**src/rtl/multicycle_control_unit.sv**
```systemverilog
// Multicycle RV32I control FSM: sequences each instruction over 3-5 cycles
// with a memory ready handshake, optional JALR/LUI and illegal-opcode trap.
module multicycle_control_unit #(
    parameter bit SUPPORT_JALR    = 1'b1,
    parameter bit SUPPORT_LUI     = 1'b1,
    parameter bit TRAP_ON_ILLEGAL = 1'b1
) (
    input  logic       clk,
    input  logic       reset,
    input  logic [6:0] opcode,
    input  logic       zero,
    input  logic       mem_ready,
    output logic       pc_write,
    output logic       adr_src,
    output logic       mem_req,
    output logic       mem_write,
    output logic       ir_write,
    output logic [1:0] result_src,
    output logic [1:0] alu_src_a,
    output logic [1:0] alu_src_b,
    output logic [1:0] alu_op,
    output logic [2:0] imm_src,
    output logic       reg_write,
    output logic       illegal_instr,
    output logic [3:0] state_o
);

    typedef enum logic [3:0] {
        S_FETCH    = 4'd0,
        S_DECODE   = 4'd1,
        S_MEMADR   = 4'd2,
        S_MEMREAD  = 4'd3,
        S_MEMWB    = 4'd4,
        S_MEMWRITE = 4'd5,
        S_EXECR    = 4'd6,
        S_ALUWB    = 4'd7,
        S_EXECI    = 4'd8,
        S_JAL      = 4'd9,
        S_BEQ      = 4'd10,
        S_JALR_ADR = 4'd11,
        S_JALR_LNK = 4'd12,
        S_LUI      = 4'd13,
        S_TRAP     = 4'd14
    } state_t;

    localparam logic [6:0] OP_LOAD  = 7'b0000011;
    localparam logic [6:0] OP_STORE = 7'b0100011;
    localparam logic [6:0] OP_R     = 7'b0110011;
    localparam logic [6:0] OP_I     = 7'b0010011;
    localparam logic [6:0] OP_JAL   = 7'b1101111;
    localparam logic [6:0] OP_BEQ   = 7'b1100011;
    localparam logic [6:0] OP_JALR  = 7'b1100111;
    localparam logic [6:0] OP_LUI   = 7'b0110111;

    state_t state;
    state_t decode_next;
    logic   pc_update;
    logic   branch;

    always_comb begin
        decode_next = TRAP_ON_ILLEGAL ? S_TRAP : S_FETCH;
        case (opcode)
            OP_LOAD, OP_STORE: decode_next = S_MEMADR;
            OP_R:              decode_next = S_EXECR;
            OP_I:              decode_next = S_EXECI;
            OP_JAL:            decode_next = S_JAL;
            OP_BEQ:            decode_next = S_BEQ;
            OP_JALR: if (SUPPORT_JALR) decode_next = S_JALR_ADR;
            OP_LUI:  if (SUPPORT_LUI)  decode_next = S_LUI;
            default: ;
        endcase
    end

    always_ff @(posedge clk) begin
        if (reset) begin
            state <= S_FETCH;
        end else begin
            case (state)
                S_FETCH:    if (mem_ready) state <= S_DECODE;
                S_DECODE:   state <= decode_next;
                S_MEMADR:   state <= (opcode == OP_STORE) ? S_MEMWRITE : S_MEMREAD;
                S_MEMREAD:  if (mem_ready) state <= S_MEMWB;
                S_MEMWRITE: if (mem_ready) state <= S_FETCH;
                S_EXECR,
                S_EXECI,
                S_JAL,
                S_LUI,
                S_JALR_LNK: state <= S_ALUWB;
                S_JALR_ADR: state <= S_JALR_LNK;
                S_TRAP:     state <= S_TRAP;
                default:    state <= S_FETCH;
            endcase
        end
    end

    always_comb begin
        imm_src = 3'b000;
        case (opcode)
            OP_STORE: imm_src = 3'b001;
            OP_BEQ:   imm_src = 3'b010;
            OP_JAL:   imm_src = 3'b011;
            OP_LUI:   imm_src = 3'b100;
            default:  ;
        endcase
    end

    always_comb begin
        pc_update     = 1'b0;
        branch        = 1'b0;
        adr_src       = 1'b0;
        mem_req       = 1'b0;
        mem_write     = 1'b0;
        ir_write      = 1'b0;
        reg_write     = 1'b0;
        illegal_instr = 1'b0;
        result_src    = 2'b00;
        alu_src_a     = 2'b00;
        alu_src_b     = 2'b00;
        alu_op        = 2'b00;
        case (state)
            S_FETCH: begin
                mem_req    = 1'b1;
                alu_src_b  = 2'b10;
                result_src = 2'b10;
                ir_write   = mem_ready;
                pc_update  = mem_ready;
            end
            S_DECODE: begin
                alu_src_a = 2'b01;
                alu_src_b = 2'b01;
            end
            S_MEMADR, S_JALR_ADR: begin
                alu_src_a = 2'b10;
                alu_src_b = 2'b01;
            end
            S_MEMREAD: begin
                mem_req = 1'b1;
                adr_src = 1'b1;
            end
            S_MEMWB: begin
                result_src = 2'b01;
                reg_write  = 1'b1;
            end
            S_MEMWRITE: begin
                mem_req   = 1'b1;
                mem_write = 1'b1;
                adr_src   = 1'b1;
            end
            S_EXECR: begin
                alu_src_a = 2'b10;
                alu_op    = 2'b10;
            end
            S_EXECI: begin
                alu_src_a = 2'b10;
                alu_src_b = 2'b01;
                alu_op    = 2'b10;
            end
            S_ALUWB: reg_write = 1'b1;
            S_JAL, S_JALR_LNK: begin
                alu_src_a = 2'b01;
                alu_src_b = 2'b10;
                pc_update = 1'b1;
            end
            S_BEQ: begin
                alu_src_a = 2'b10;
                alu_op    = 2'b01;
                branch    = 1'b1;
            end
            S_LUI: begin
                alu_src_a = 2'b11;
                alu_src_b = 2'b01;
            end
            S_TRAP:  illegal_instr = 1'b1;
            default: ;
        endcase
        pc_write = pc_update | (branch & zero);
        // Reset presents FETCH selects with every strobe held low.
        if (reset) begin
            pc_write      = 1'b0;
            ir_write      = 1'b0;
            reg_write     = 1'b0;
            mem_write     = 1'b0;
            mem_req       = 1'b0;
            illegal_instr = 1'b0;
            adr_src       = 1'b0;
            alu_op        = 2'b00;
            alu_src_a     = 2'b00;
            alu_src_b     = 2'b10;
            result_src    = 2'b10;
        end
    end

    assign state_o = state;

endmodule

```
**config.mk**
```make
export PLATFORM = sky130hd
export DESIGN_NAME = multicycle_control_unit
export DESIGN_NICKNAME = d
export VERILOG_FILES = /design/src/rtl/multicycle_control_unit.sv
export SDC_FILE = /design/constraint.sdc
export NUM_CORES = 1
export LEC_CHECK = 0
export CAP_MARGIN = 20
export CORE_ASPECT_RATIO = 1.75
export CORE_MARGIN = 10
export CORE_UTILIZATION = 32
export CTS_CLUSTER_SIZE = 12
export DETAILED_ROUTE_END_ITERATION = 12
export GPL_ROUTABILITY_DRIVEN = 0
export PLACE_DENSITY = 0.64
export SYNTH_ARGS = -nofsm -noshare
export SYNTH_HDL_FRONTEND = slang
export SYNTH_SLANG_ARGS = --single-unit
```
**constraint.sdc**
```tcl
create_clock -name clk -period 1.8 [get_ports clk]
set_input_delay 0.54 -clock clk [delete_from_list [all_inputs] [get_ports clk]]
set_output_delay 0.54 -clock clk [all_outputs]
set_load 0.05 [all_outputs]
```
==> results.cfg, run 1 <==
[synth]
synth_edf_count = 0
ys_ff_latch = 4
syn_inst = 115
syn-cell-area_um2 = 766
yosys_most_used_dff = dfxtp_1
synth_area_per_cell_um2 = 6.66
synth.net_count = 126
yosysUniqueCellTypes = 44
synth.yosys.seq_area_share = 0.105
ys_async_sr_fraction = 0
yosysWarnings = 0

[die]
ios = 33
start_util = 0.333
fp.dieW_um = 57.0
die_h_um = 84.7
fp-row-count = 23

[placed_design]
dp_slack_ns = -0.576
io_buffers = 32
dpl.hpwl_um = 2680

[cts]
cts_hold_buf = 0
h-tree-depth = 1
postCtsSetupBuffers = 30
cts_sinks = 4
cts_made_buffers = 3
ctsResizeCount = 104
cts_buffer_depth = 2
root_buffer = clkbuf_8

[status]
status = stopped before the end
haltStage = clock tree synthesis
error_line = [ERROR DPL-0033] detailed placement checks failed during check placement.
-- cells by family after synthesis --
group	share of synthesized area
simple gates	0.443
buf+inv	0.0948
compound gates	0.299
xor+xnor	0.0458
flops	0.105
mux	0.0131
-- Yosys cell counts, drive strengths merged (4+ instances only) --
cell,count,area share
o21ai,5,0.033
clkbuf,5,0.038
a21oi,12,0.078
buf,5,0.042
dfxtp,4,0.10
nor2b,4,0.033
and3,4,0.033
nand2b,5,0.051
nor2,13,0.064
nand2,8,0.039
nor3,6,0.039
-- metrics by stage --
step	TNS [ns]	cell area (µm²)	utilization	instances	hold slack, ns
after floorplan	-2.32	1010	-	115	0.731
after global placement	-8.20	1730	0.753	197	0.672
after detailed placement	-8.57	1730	0.753	197	0.657
==> run 2: changes to the inputs <==
Settings changed: CORE_ASPECT_RATIO 1.75 to default, CORE_UTILIZATION 32 to 20, CTS_CLUSTER_SIZE 12 to default, PLACE_DENSITY 0.64 to default, PLACE_DENSITY_LB_ADDON from default to 0.15.
==> results.cfg, run 2 <==
[status]
status = finished with violations
violations = setup timing

[synth]
ys_ff_latch = 4
syn-cell-area_um2 = 766
synth_area_per_cell_um2 = 6.66
synth.yosys.seq_area_share = 0.105
yosysUniqueCellTypes = 44
synth_most_common_cell = nor2_1
synth.net_count = 126
ys_async_sr_fraction = 0
syn_inst = 115
synth_top_area_share = 0.105
synth_common_cells = nor2_1, a21oi_1, nand2_1
yosysWarnings = 0
synth_edf_count = 0
yosys_most_used_dff = dfxtp_1
yosys-top-cells-area = dfxtp_1, a21oi_1, nor2_1
synth_area_leader_cell = dfxtp_1

[finish]
num-nets-final = 209
final_cell_mix = buf_4, buf_12, buf_6
antenna_cells = 0
final_layout_size_suffix_gt1_frac = 0.745
largest_reg_flops = 4
fin_cells = 244
utilization = 0.602
fillers = 312
layout_commonest_cell = buf_4
area_growth_pct = 190

[sta]
max-slew-margin-rel = 0.794
skew_ns = 0.00124
final-hold-violation-count = 0
max_slew.worst_pin.slew_ns = 0.305
finalCritPeriodShare = 1.14
fmaxAchievable_mhz = 486
rsz0062_at_grt = yes
min_period_ns = 2.06
setup_violations = 15
setup_ws_ns = -0.259
final-max-slew-violation-count = 0
fin_setup_tns_ns = -1.76

[grt]
overflow = 0
grt_max_degree = 12
antenna_found_initial = 0
grt_pass1_wl_um = 5820
grt_pass1_vias = 1263
grt_usage = 0.109

[cts]
h-tree-depth = 1
cts_buffer_depth = 2
cts_made_buffers = 3
root_buffer = clkbuf_8
clk_pin_slew_ns = 0.03
clk_latency_ns = 0.22
cts_sinks = 4
cts_tree = built
cts_hold_buf = 0

[worst_setup_path]
reg2reg_slack_ns = 0.29
critPathLaunchType = flip-flop
worstSetupPathType = flip-flop to primary output
crit_chain = buf_12, or2_0, a21oi_1, a21oi_1, o21bai_2, buf_12
crit_fanout = 11
critPathRequiredTime_ns = 1.26
cp-end-kind = primary output
cpPeakStageDelay_ns = 0.35
slowest_stage = dfxtp_4
arrival_ns = 1.52

[drt]
vias_per_cell = 4.91
antenna_left = 0
drt_iter0_drc = 61
dr_wl_met2_um = 2120
top_layer = met4
wirelength_um = 3740
via_count = 1199
met3_length_um = 135
dr.pass1.iters = 4
drc = 0
met1_length_um = 1390
routedWlPerCell_um = 15.3

[placed_design]
place_inst = 222
dp_slack_ns = -0.573
io_buffers = 32
dpl.hpwl_um = 2520

[worst_hold_path]
hp-class = primary input to flip-flop

[die]
start_util = 0.208
fp.dieW_um = 81.9
dieArea_um2 = 6700
fp-row-count = 22
core_um2 = 3690
ios = 33
die_h_um = 81.9

[power]
leakage_nw = 0.931
powerDensity_nw_per_um2 = 1410
peakVddDrop_uv = 450

[flow_run]
drv_cap = 0
==> run 2: report_power, final <==
part	switching, mW	total, mW	internal, mW
Clock	0.0496	0.192	0.143
Sequential	0.0609	0.204	0.143
Combinational	1.37	2.73	1.36
==> run 2: kinds of logic (layout without fill, tap and decap cells) <==
group / count (synthesis) / after routing / synth area share
xor+xnor: 4 / 4 / 0.0458
flops: 4 / 4 / 0.105
buf+inv: 13 / 94 / 0.0948
simple gates: 57 / 57 / 0.443
mux: 1 / 1 / 0.0131
compound gates: 36 / 36 / 0.299
==> run 2: area by class of cell <==
cell class                 instances  area, µm²  share of cell area
sequential                         4       95.1              0.0428
tap                               48       60.1              0.0271
timing repair buffer              88       1040               0.468
multi-input combinational         98        972               0.438
inverter                           3       11.3             0.00507
clock buffer                       3       41.3              0.0186
==> run 2: metal layers <==
layer	GRT usage	up-vias
li1	-	580
met1	0.112	584
met2	0.200	27
met3	0.0218	8
met4	0.0663	0
met5	0	-
==> run 2: path summary, 6_finish.rpt <==
kind | cells past startpoint | end | startpoint
worst max register to register | 7 | state_o[2] | state_o[0]
worst max-delay path | 6 | alu_src_b[1] | state_o[0]
worst min register to register | 3 | state_o[1] | state_o[2]
worst min-delay path | 3 | state_o[1] | reset
==> run 2: repair_timing <==
action / in CTS / in global routing
pin swaps: 18 / 13
setup endpoints to repair: 22 / 19
gates cloned: 0 / 0
buffers inserted: 15 / 6
gates resized for setup: 81 / 28
==> run 2: worst max-delay path, delay by kind of cell, from the launching register on <==
kind | cells | cell delay [ns]
AOI/OAI and AO/OA | 3 | 0.41
buffers and inverters | 2 | 0.30
and+or+nand+nor | 1 | 0.23
DFF | 1 | 0.35
==> run 2: per-stage QoR <==
| step | total power, mW | area [µm²] | hold WS (ns) |
|---|---|---|---|
| 2_1_floorplan | 1.48 | 1010 | 0.731 |
| 3_3_place_gp | 2.34 | 1780 | 0.653 |
| 3_5_place_dp | 2.36 | 1780 | 0.669 |
| 4_1_cts | 2.80 | 2060 | 0.709 |
| 5_1_grt | 3.30 | 2220 | 0.687 |
| 6_report | 3.12 | 2220 | 0.680 |
(Power assumes the default switching activity.)
